<file path="src/rtl/mips_datapath_alu_port1_bypass.sv">
// Bypass network for register read port 1.
// Tracks in-flight EX writes through the MEM and WB stages and forwards the youngest
// matching value to regPort1. A load still in MEM raises a load-use hazard, and the
// WB stage drives the register-file commit port.
module mips_datapath_alu_port1_bypass #(
    parameter int unsigned WIDTH = 32,
    parameter int unsigned ADDR  = 5
) (
    input  logic             clock,
    input  logic             reset_n,
    input  logic             advance,
    input  logic             wrValid,
    input  logic [ADDR-1:0]  wrDest,
    input  logic [WIDTH-1:0] wrData,
    input  logic             wrIsLoad,
    input  logic [WIDTH-1:0] loadData,
    input  logic [ADDR-1:0]  readAddr,
    input  logic [WIDTH-1:0] regFileData,
    output logic [WIDTH-1:0] regPort1,
    output logic             hazard,
    output logic             commitValid,
    output logic [ADDR-1:0]  commitDest,
    output logic [WIDTH-1:0] commitData
);

    // MEM stage
    logic             m_valid;
    logic [ADDR-1:0]  m_dest;
    logic [WIDTH-1:0] m_data;
    logic             m_is_load;

    // WB stage
    logic             w_valid;
    logic [ADDR-1:0]  w_dest;
    logic [WIDTH-1:0] w_data;

    logic m_hit;
    logic w_hit;

    // Stage registers: advance moves EX->MEM->WB; writes to $0 are dropped at capture.
    always_ff @(posedge clock or negedge reset_n) begin
        if (!reset_n) begin
            m_valid   <= 1'b0;
            m_dest    <= '0;
            m_data    <= '0;
            m_is_load <= 1'b0;
            w_valid   <= 1'b0;
            w_dest    <= '0;
            w_data    <= '0;
        end else if (advance) begin
            m_valid   <= wrValid && (wrDest != '0);
            m_dest    <= wrDest;
            m_data    <= wrData;
            m_is_load <= wrIsLoad && wrValid;
            w_valid   <= m_valid;
            w_dest    <= m_dest;
            // Load data is only sampled on the edge the load leaves MEM.
            w_data    <= m_is_load ? loadData : m_data;
        end
    end

    // Commit port: a WB entry commits only on the edge it actually leaves WB.
    always_comb begin
        commitValid = w_valid && advance;
        commitDest  = w_dest;
        commitData  = w_data;
    end

    // Read-port-1 forwarding; MEM is younger than WB and therefore wins.
    always_comb begin
        m_hit    = m_valid && (m_dest == readAddr);
        w_hit    = w_valid && (w_dest == readAddr);
        regPort1 = regFileData;
        hazard   = 1'b0;
        if (readAddr == '0) begin
            regPort1 = '0;
        end else if (m_hit && !m_is_load) begin
            regPort1 = m_data;
        end else if (m_hit && m_is_load) begin
            // Load value not available yet; consumer stalls, raw file data passes through.
            hazard = 1'b1;
        end else if (w_hit) begin
            regPort1 = w_data;
        end
    end

endmodule

</file>
<file path="config.mk">
export PLATFORM = sky130hd
export DESIGN_NAME = mips_datapath_alu_port1_bypass
export DESIGN_NICKNAME = d
export VERILOG_FILES = /design/src/rtl/mips_datapath_alu_port1_bypass.sv
export SDC_FILE = /design/constraint.sdc
export NUM_CORES = 1
export LEC_CHECK = 0
export CORE_MARGIN = 2
export CORE_UTILIZATION = 44
export CTS_CLUSTER_SIZE = 16
export DETAILED_ROUTE_END_ITERATION = 12
export PLACE_DENSITY_LB_ADDON = 0.1
export SYNTH_ARGS = -nofsm -noshare
export SYNTH_HDL_FRONTEND = slang
export SYNTH_SLANG_ARGS = --single-unit
</file>
<file path="constraint.sdc">
create_clock -name clock -period 2 [get_ports clock]
set_input_delay 0.3 -clock clock [delete_from_list [all_inputs] [get_ports clock]]
set_output_delay 0.3 -clock clock [all_outputs]
set_load 0.02 [all_outputs]
</file>
==> impl_metrics.yaml <==
sta:
  setup_viol_count_final: 32
  hold_viol: 0
  finalMaxSlewViolations: 0
  fin_crit_sh_pct: 132
  setup_tns_ns: -17.01
  layout_min_cycle_time_ns: 2.63
  grt_setup_unrepaired: "true"
  finalClockSkew_ns: 0.00428
  slew_headroom_pct: 60.9
  hold_ws_ns: 0.479
  max_slew.worst_pin.slew_ns: 0.587
  fin_ws_ns: -0.632
  fmax_mhz: 380
finish:
  multi_input_area_um2: 2810
  postLayoutCoreUtil_pct: 74.2
  n_fill_cell: 732
  drive_gt1_share_pct: 34.9
  register_area_um2: 1930
  num-nets-final: 730
  syn_to_final_growth_pct: 64.6
  antenna_cells: 0
grt:
  grt.total_usage_pct: 24.8
  antenna_found_initial: 0
  grt_pass1_vias: 4367
  grt_max_degree: 76
  overflow: 0
  grt_pass1_wl_mm: 22.0
synth:
  ys_types: 29
  synth.largest_area_cell: "dfrtp_1"
  synth_edf_count: 0
  synth_top_area_share_pct: 41.8
  synth.top_cells.by_count: "77 x dfrtp_1, 43 x mux2_2, 33 x nand2_1, 33 x nand3_1, 33 x nor2_1"
  postSynthAreaPerCell_um2: 11.1
  synth_ff_type: "dfrtp_1"
  syn_inst: 417
  yosysWarnings: 0
  async_flop_share_pct: 100
  ys_top_cells_by_area: "dfrtp_1 42%, mux2_2 10%, o2111ai_2 9.8%"
  synth_area_um2: 4610
  ys_seq_elements: 77
  synthesis.nets: 528
  yosysMostFrequentCell: "dfrtp_1"
  ys_seq_area_share_pct: 41.8
placement:
  dp_hpwl_mm: 9.87
  io_buffers: 181
  gp_congestion: 0.834
  place_ws_ns: -1.08
power_and_ir_drop:
  p_total_mw: 4.78
  power_frac_comb_pct: 35.1
  internal_power_mw: 3.26
  p_leak_nw: 3.25
  seq_power_share_pct: 39.8
  switchingPower_mw: 1.52
  p_clk_share_pct: 25.1
  p_per_area_nw_per_um2: 629
  ir_drop_mv: 0.417
  swShare_pct: 31.8
die:
  ioPinCount: 182
  rows: 37
  die_x_um: 106
  core-area_um2: 10200
  start_util_pct: 45.1
  dieArea_um2: 11300
  die_h_um: 106
critical_path:
  r2r-start: "m_is_load$_DFFE_PN0P_"
  ff2ff_path_depth: 3
  r2r-end: "commitData[11]$_DFFE_PN0P_"
  r2r_setup_slack_ns: 0.68
  crit_type: "reg -> out"
  worstPathMaxFanout: 7
  cp.required_ns: 1.70
  cp_data_arrival_time_ns: 2.33
  critPathLaunchType: "register"
  cp-end-kind: "primary output"
detailed_routing:
  ant_nets: 0
  wl_per_cell_um: 18.6
  vias: 4192
  firstDrtPassIters: 4
  drcViolationCount: 0
  viasPerCell: 5.52
  dr.first_iter.drc_count: 214
  drt-total-wl_mm: 14.1
clock_tree:
  worstSkewPairLatency_ns: 0.35
  htree_num_levels: 3
  clock_sinks: 77
  numCtsBuffers: 9
  clk_pin_slew_ns: 0.08
  cts_tree: "done"
  cts_root_buffer: "clkbuf_8"
  cts.path.max_buffers: 2
hold_path:
  hold_path.class: "in -> async"
run_status:
  violations: "negative setup slack"
  status: "complete, but fails checks"
job:
  maxCapViolCount: 0
[layout by cell type, fill, tap and decap left out, types with 10 or more instances in the layout]
cell type	count
dfrtp_1	74
nand2_1	32
clkbuf_8	10
mux2_2	43
nand3_1	33
o2111ai_2	26
buf_12	11
buf_6	36
a21oi_1	32
buf_4	33
clkdlybuf4s50_1	141
mux2i_1	32
nor2_1	33
o211ai_4	30
[how the worst max path moves through the flow]
stage / to / slack [ns] / cells after the start / from
floorplan: regPort1[30] / -0.09 / 6 / commitDest[3]$_DFFE_PN0P_
finish: regPort1[30] / -0.63 / 8 / commitDest[0]$_DFFE_PN0P_
global placement: regPort1[29] / -1.02 / 9 / readAddr[0]
detailed placement: regPort1[15] / -1.08 / 9 / readAddr[0]
CTS: regPort1[30] / -0.67 / 8 / commitDest[3]$_DFFE_PN0P_
global route: regPort1[30] / -0.75 / 8 / commitDest[0]$_DFFE_PN0P_
[power by group through the flow]
stage	clock [mW]	sequential, mW	combinational (mW)
after floorplan	0	2.02	0.730
after global placement	0	1.92	1.60
after detailed placement	0	1.93	1.63
after CTS	1.22	1.90	1.68
after global routing	1.30	1.93	1.79
final	1.20	1.90	1.68
[routing by layer]
layer  share of wire (%)  up-vias  global-route usage, %
met5                   0        -                      0
li1                    -     1957                      -
met2                  51      134                   42.2
met1                  41     2086                   30.8
met3                 6.7       15                   5.64
met4                 1.7        0                   8.83
[repair_timing]
item                       4_1_cts  5_1_grt
gates cloned                     1        3
hold buffers                     1        0
hold endpoints to repair        40        0
buffers inserted                 6        1
setup endpoints to repair       33       33
pin swaps                        9        9
gates resized for setup        211       11
[worst max-delay path: stages, from the launching register on]
cell	delay, ns
dfrtp_2	0.41
xor2_1	0.16
nor4_2	0.29
nand3_2	0.13
or2_4	0.28
buf_12	0.14
buf_12	0.14
o211ai_1	0.22
buf_4	0.19
[area by class of cell]
type | instances | area share [%]
clock buffer | 12 | 1.91
clock inverter | 4 | 0.626
inverter | 2 | 0.0988
multi-input combinational | 295 | 36.9
sequential | 77 | 25.4
tap | 136 | 2.24
timing repair buffer | 234 | 32.8
[metrics by stage]
stage / cell area, µm² / std cells
after floorplan: 4890 / 417
after global placement: 7070 / 732
after detailed placement: 7070 / 732
after CTS: 7460 / 756
after global routing: 7600 / 760
final: 7600 / 760
[cell families after synthesis]
family                    count (synthesis)  synth area share [%]
xor gates and xnor gates                 10                  1.90
buffers and inverters                    45                  5.40
muxes                                    75                  17.4
AOI/OAI and AO/OA                        99                  22.5
and+or+nand+nor                         111                  11.1
DFF                                      77                  41.8
[registers in the layout (all words and copies together) (netlist names)]
name	cells
w_valid	1
m_is_load	1
m_valid	1
commitDest	5
commitData	32
m_dest	5
m_data	32
Note: power is estimated with default switching activity, not from simulation.
